[config.mk]
export PLATFORM = sky130hd
export DESIGN_NAME = rx_fifo_arb
export DESIGN_NICKNAME = d
export VERILOG_FILES = /design/src/rtl/spi_uart_pkg.sv /design/src/rtl/rr_arb2.sv /design/src/rtl/rx_fifo_arb.sv
export SDC_FILE = /design/constraint.sdc
export NUM_CORES = 1
export LEC_CHECK = 0
export ABC_AREA = 1
export BUFFER_PORTS_ARGS = -buffer_cell sky130_fd_sc_hd__buf_2
export CORE_MARGIN = 2
export CORE_UTILIZATION = 48
export CTS_CLUSTER_DIAMETER = 60
export DETAILED_ROUTE_END_ITERATION = 8
export HOLD_SLACK_MARGIN = 0.12
export PLACE_DENSITY_LB_ADDON = 0.2
export SYNTH_ARGS = -nofsm -noshare
export SYNTH_HDL_FRONTEND = slang
export SYNTH_HIERARCHICAL = 1
export SYNTH_SLANG_ARGS = --single-unit
[constraint.sdc]
create_clock -name clk -period 1.5 [get_ports clk]
set_input_delay 0.075 -clock clk [delete_from_list [all_inputs] [get_ports clk]]
set_output_delay 0.075 -clock clk [all_outputs]
set_load 0.01 [all_outputs]
[src/rtl/spi_uart_pkg.sv]
// -----------------------------------------------------------------------------
// spi_uart_pkg
// Shared definitions for the SPI/UART receive path.
//   DEFAULT_DATA_W : default width of the RX FIFO word
//   RD_LAT_MAX     : largest supported FIFO read latency (cycles)
//   arb_state_e    : states of the RX FIFO read-port arbiter
// -----------------------------------------------------------------------------
package spi_uart_pkg;

  localparam int DEFAULT_DATA_W = 16;
  localparam int RD_LAT_MAX     = 4;

  typedef enum logic [1:0] {
    IDLE = 2'd0,  // waiting for a request and a non-empty FIFO
    READ = 2'd1,  // one-cycle FIFO pop strobe
    WAIT = 2'd2,  // waiting out the FIFO read latency
    DONE = 2'd3   // one-cycle ready pulse to the winner
  } arb_state_e;

endpackage

[src/rtl/rr_arb2.sv]
// -----------------------------------------------------------------------------
// rr_arb2
// Combinational two-way round-robin picker.
// Ports:
//   req         in  [1:0]  request bits
//   last_served in         index of the requester served most recently
//   winner      out [1:0]  one-hot winner, all-zero when nobody requests
// A lone requester always wins; on a tie the requester that was not served
// last wins.
// -----------------------------------------------------------------------------
module rr_arb2 (
  input  logic [1:0] req,
  input  logic       last_served,
  output logic [1:0] winner
);

  always_comb begin
    // NOTE: every combinational output gets a default first so no path
    // through the block leaves it unassigned (which would infer a latch).
    winner = 2'b00;
    unique case (req)
      2'b01:   winner = 2'b01;
      2'b10:   winner = 2'b10;
      2'b11:   winner = last_served ? 2'b01 : 2'b10;
      default: winner = 2'b00;
    endcase
  end

endmodule

[src/rtl/rx_fifo_arb.sv]
// -----------------------------------------------------------------------------
// rx_fifo_arb
// Shares the read port of the RX FIFO between two requesters (bit0 = SPI
// control-register path, bit1 = loopback/debug path). Each service pops one
// word, waits RD_LAT cycles for the FIFO data, captures it and pulses ready
// to the winner for one cycle. Service period is 3 + RD_LAT cycles.
// Parameters:
//   DATA_W  FIFO word width
//   RD_LAT  cycles from rx_fifo_en to valid rx_fifo_data (1..RD_LAT_MAX)
// Ports:
//   clk            in                  rising-edge clock
//   rst            in                  synchronous active-high reset
//   req            in  [1:0]           level requests, held until ready
//   rd_data        out [DATA_W-1:0]    word for the granted requester
//   ready          out [1:0]           one-hot, one-cycle, rd_data valid
//   grant          out [1:0]           one-hot owner of the read port
//   rx_fifo_data   in  [DATA_W-1:0]    FIFO read data
//   rx_fifo_empty  in                  FIFO empty flag
//   rx_fifo_en     out                 FIFO pop strobe
// -----------------------------------------------------------------------------
module rx_fifo_arb
  import spi_uart_pkg::*;
#(
  parameter int DATA_W = spi_uart_pkg::DEFAULT_DATA_W,
  parameter int RD_LAT = 1
) (
  input  logic              clk,
  input  logic              rst,
  input  logic [1:0]        req,
  output logic [DATA_W-1:0] rd_data,
  output logic [1:0]        ready,
  output logic [1:0]        grant,
  input  logic [DATA_W-1:0] rx_fifo_data,
  input  logic              rx_fifo_empty,
  output logic              rx_fifo_en
);

  localparam int CNT_W = $clog2(RD_LAT_MAX + 1);
  localparam logic [CNT_W-1:0] LAST_CNT = CNT_W'(RD_LAT - 1);

  arb_state_e        state_q, state_d;
  logic [1:0]        grant_q, grant_d;
  logic              last_q, last_d;     // 1 = requester 1 served last
  logic [CNT_W-1:0]  cnt_q, cnt_d;       // cycles spent in WAIT
  logic [DATA_W-1:0] rd_data_q, rd_data_d;
  logic [1:0]        winner;

  rr_arb2 u_rr_arb2 (
    .req         (req),
    .last_served (last_q),
    .winner      (winner)
  );

  always_comb begin
    state_d   = state_q;
    grant_d   = grant_q;
    last_d    = last_q;
    cnt_d     = cnt_q;
    rd_data_d = rd_data_q;

    unique case (state_q)
      IDLE: begin
        // The empty flag is only consulted here; once READ is entered the
        // transaction runs to completion whatever the flag does.
        if ((req != 2'b00) && !rx_fifo_empty) begin
          grant_d = winner;
          state_d = READ;
        end
      end
      READ: begin
        cnt_d   = '0;
        state_d = WAIT;
      end
      WAIT: begin
        if (cnt_q == LAST_CNT) begin
          rd_data_d = rx_fifo_data;
          last_d    = grant_q[1];  // pointer moves as DONE is entered
          cnt_d     = '0;
          state_d   = DONE;
        end else begin
          cnt_d = cnt_q + CNT_W'(1);
        end
      end
      DONE: begin
        // The winner's req is not re-checked: a word already popped is
        // always delivered even if the requester has since dropped.
        grant_d = 2'b00;
        state_d = IDLE;
      end
      default: state_d = IDLE;
    endcase
  end

  always_ff @(posedge clk) begin
    // NOTE: state registers use non-blocking assignments so every flop
    // samples pre-edge values regardless of evaluation order.
    if (rst) begin
      state_q   <= IDLE;
      grant_q   <= 2'b00;
      last_q    <= 1'b1;   // requester 0 wins the first tie
      cnt_q     <= '0;
      // NOTE: the data register is reset too, so rd_data reads zero rather
      // than a stale or undefined word until the first capture.
      rd_data_q <= '0;
    end else begin
      state_q   <= state_d;
      grant_q   <= grant_d;
      last_q    <= last_d;
      cnt_q     <= cnt_d;
      rd_data_q <= rd_data_d;
    end
  end

  assign rx_fifo_en = (state_q == READ);
  assign ready      = (state_q == DONE) ? grant_q : 2'b00;
  assign grant      = grant_q;
  assign rd_data    = rd_data_q;

endmodule

==> impl_summary.log <==
[metrics] Resized Gates After CTS: 0
[metrics] clock root buffer: sky130_fd_sc_hd__clkbuf_4
[metrics] cell types with the largest area share after synthesis: sky130_fd_sc_hd__dfxtp_1 (43%), sky130_fd_sc_hd__nand2_1 (15%), sky130_fd_sc_hd__a21oi_2 (7.0%)
[metrics] biggest area consumer among synthesized cells: sky130_fd_sc_hd__dfxtp_1
[metrics] transition time at the pin with the least slew margin: 216 ps
[metrics] final weighted congestion of routability-driven global placement: 0.788
[metrics] area of the die: 0.00276 sq mm
[metrics] num ports: 42
[metrics] initial antenna violation count: 0
[metrics] standard-cell row count: 17
[metrics] drt first pass iters: 4
[metrics] initial standard-cell utilization of the core: 0.511
[metrics] critical path class: flip-flop to flip-flop
[metrics] post-DR vias/cell: 4.65
[metrics] Post-Route Skew: 11.4 ps
[metrics] most common cell in the synthesized netlist: sky130_fd_sc_hd__nand2_1
[metrics] Hold/Removal Path Class: input pin to flip-flop
[metrics] Antenna Violating Nets Remaining: 0
[metrics] Num Clock Sinks: 24
[metrics] wire length of the first global-routing pass: 4.11 mm
[metrics] Overall Global Routing Usage: 0.199
[metrics] top cell type's share of synthesized area: 0.425
[metrics] setup repair after global routing missed its margin: no
[metrics] startpoint class of the critical path: flip-flop
[metrics] core footprint: 0.00221 sq mm
[metrics] Synth Instances: 144
[metrics] Crit path required time: 1740 ps
[metrics] Leak Pwr: 0.761 nW
[metrics] number of flip-flops and latches in the synthesized netlist: 24
[metrics] Syn-to-layout area delta: 36.3%
[metrics] number of global-route vias before repair: 1019
[metrics] fraction of final layout cells with drive strength greater than 1: 0.330
[metrics] Placement Setup Slack: 155 ps
[metrics] Detailed Route WL: 2.38 mm
[metrics] Relative slew margins: 0.856
[metrics] count of input and output buffers: 41
[metrics] final setup vio count: 0
[metrics] # DRC: 0
[metrics] clock tree from TritonCTS: yes
[metrics] vertical extent of the die: 52.5 microns
[metrics] WP data arrival: 1610 ps
[metrics] time the worst path needs with I/O delays and setup: 1370 ps
[metrics] cts bufs inserted: 3
[metrics] detail-routed net length per standard cell: 10.3 microns
[metrics] Antenna Diode Count: 0
[metrics] syn_area_per_cell: 7.85 sq um
[metrics] number of DRC violations after detailed-routing iteration 0: 8
[metrics] clock-pin slew on the worst setup and hold paths: 110 ps
[metrics] final period utilization: 0.910
[metrics] clk_lat worst skew: 310 ps
[metrics] top post-synthesis cells by count: sky130_fd_sc_hd__nand2_1 (44), sky130_fd_sc_hd__dfxtp_1 (24), sky130_fd_sc_hd__inv_1 (15)
[metrics] buffer depth of the longest clock path: 2
[metrics] width of the die: 52.5 microns
[metrics] H-tree level count: 1
[metrics] max-slew violation count: 0
[metrics] Top FF cell, synth: sky130_fd_sc_hd__dfxtp_1
[metrics] worst vdd ir: 0.991 mV
[metrics] cell area after placement: 0.00135 sq mm
[metrics] Power Dens Cells: 1350 mW/mm^2
[metrics] via count of the routed design: 1074
[metrics] number of synthesis warnings: 6
[metrics] final instance area: 0.00154 sq mm
[metrics] pin count of the biggest net entering global routing: 18
[metrics] outcome: finished clean
[metrics] final total negative setup slack: 0 ps
[metrics] count of maximum capacitance violations: 0
[metrics] highest net fanout along the worst path: 12
[metrics] kind of end point of the critical path: flip-flop
[metrics] Post-synth EDFFs: 0
[metrics] post-synthesis async set-or-reset flop share: 0
[metrics] half-perimeter wire length of the detailed placement result: 1.70 mm
[metrics] portion of the post-synthesis area used by sequential elements: 0.425
[metrics] post-synthesis cell type count: 18
[metrics] post-synth net total: 171
[metrics] sum of overflow across all layers after global routing: 0
[metrics] timing-limited maximum frequency: 0.733 GHz
[metrics] area of the mapped netlist: 0.00113 sq mm
[metrics] final number of hold-violating endpoints: 0
[metrics] net count of the finished layout: 232
[metrics] Worst Slack Setup Final: 135 ps
## cell usage in the layout, fill, tap and decap left out
cell and count:
sky130_fd_sc_hd__nand3b_1 2, sky130_fd_sc_hd__xor2_1 1, sky130_fd_sc_hd__a21oi_2 9, sky130_fd_sc_hd__dfxtp_1 24
sky130_fd_sc_hd__dlygate4sd3_1 17, sky130_fd_sc_hd__ha_1 6, sky130_fd_sc_hd__buf_4 2, sky130_fd_sc_hd__nor2_1 7
sky130_fd_sc_hd__clkbuf_4 3, sky130_fd_sc_hd__nand2_2 9, sky130_fd_sc_hd__o21ai_0 3, sky130_fd_sc_hd__nand3_4 1
sky130_fd_sc_hd__inv_1 15, sky130_fd_sc_hd__inv_6 1, sky130_fd_sc_hd__nand3_1 4, sky130_fd_sc_hd__a21oi_1 13
sky130_fd_sc_hd__inv_2 1, sky130_fd_sc_hd__nand2_1 44, sky130_fd_sc_hd__buf_2 41
## state kept, by name, summed over array words and instances (netlist names)
signal,count
last_q,1
rd_data,16
state_q,2
grant,2
cnt_q,3
## worst paths after layout
kind,startpoint,to,slack [ps],depth (start not counted)
worst max-delay path,state_q[0],rd_data[6],130,6
worst min register to register,rd_data[14],rd_data[14],470,2
worst max register to register,state_q[0],rd_data[6],130,6
worst min-delay path,rx_fifo_empty,state_q[0],190,6
## critical path, cell delays in order (launching register included)
cell,delay (ps)
sky130_fd_sc_hd__dfxtp_1,380
sky130_fd_sc_hd__inv_1,100
sky130_fd_sc_hd__ha_1,260
sky130_fd_sc_hd__nand3_4,190
sky130_fd_sc_hd__buf_4,180
sky130_fd_sc_hd__nand2_1,70
sky130_fd_sc_hd__a21oi_2,130
## metrics by stage
stage	hold WS, ps	std cells	util	total power, mW
floorplan	211	144	-	1.57
CTS	197	231	0.696	2.09
global route	227	231	0.696	2.27
global placement	264	211	0.609	1.77
finish	191	231	0.696	2.08
detailed placement	269	211	0.609	1.79
## final cells by class
| type | instances | area [sq um] |
|---|---|---|
| Timing Repair Buffer | 60 | 390 |
| Fill cell | 184 | 672 |
| Tap cell | 28 | 35.0 |
| Clock buffer | 3 | 22.5 |
| Inverter | 17 | 68.8 |
| Multi-Input combinational cell | 99 | 543 |
| Sequential cell | 24 | 480 |
## where the power goes
group	total, mW	switching [mW]	internal (mW)	leakage, nW
clock network	0.273	0.179	0.0936	0.0138
logic	0.910	0.530	0.380	0.552
registers	0.899	0.0996	0.799	0.196
total	2.08	0.809	1.27	0.761
## per-layer routing
metal | track usage | part of all wire
met3 | 0.0314 | 0.039
met1 | 0.233 | 0.45
met2 | 0.358 | 0.51
met5 | 0 | 0
met4 | 0.0769 | 0.0059
## cells by family after synthesis
| family | Yosys count | share of synthesized area |
|---|---|---|
| xor gates and xnor gates | 1 | 0.00775 |
| buffers and inverters | 21 | 0.0941 |
| DFF | 24 | 0.425 |
| AOI/OAI and AO/OA | 25 | 0.141 |
| adders and majority gates | 6 | 0.0664 |
| and+or+nand+nor | 67 | 0.266 |
## timing repair
item / 4_1_cts / 5_1_grt
hold buffers: 17 / 0
buffers inserted: 0 / 0
setup endpoints to repair: 0 / 0
endpoints found under the hold margin: 19 / 0
(Power assumes the default switching activity.)
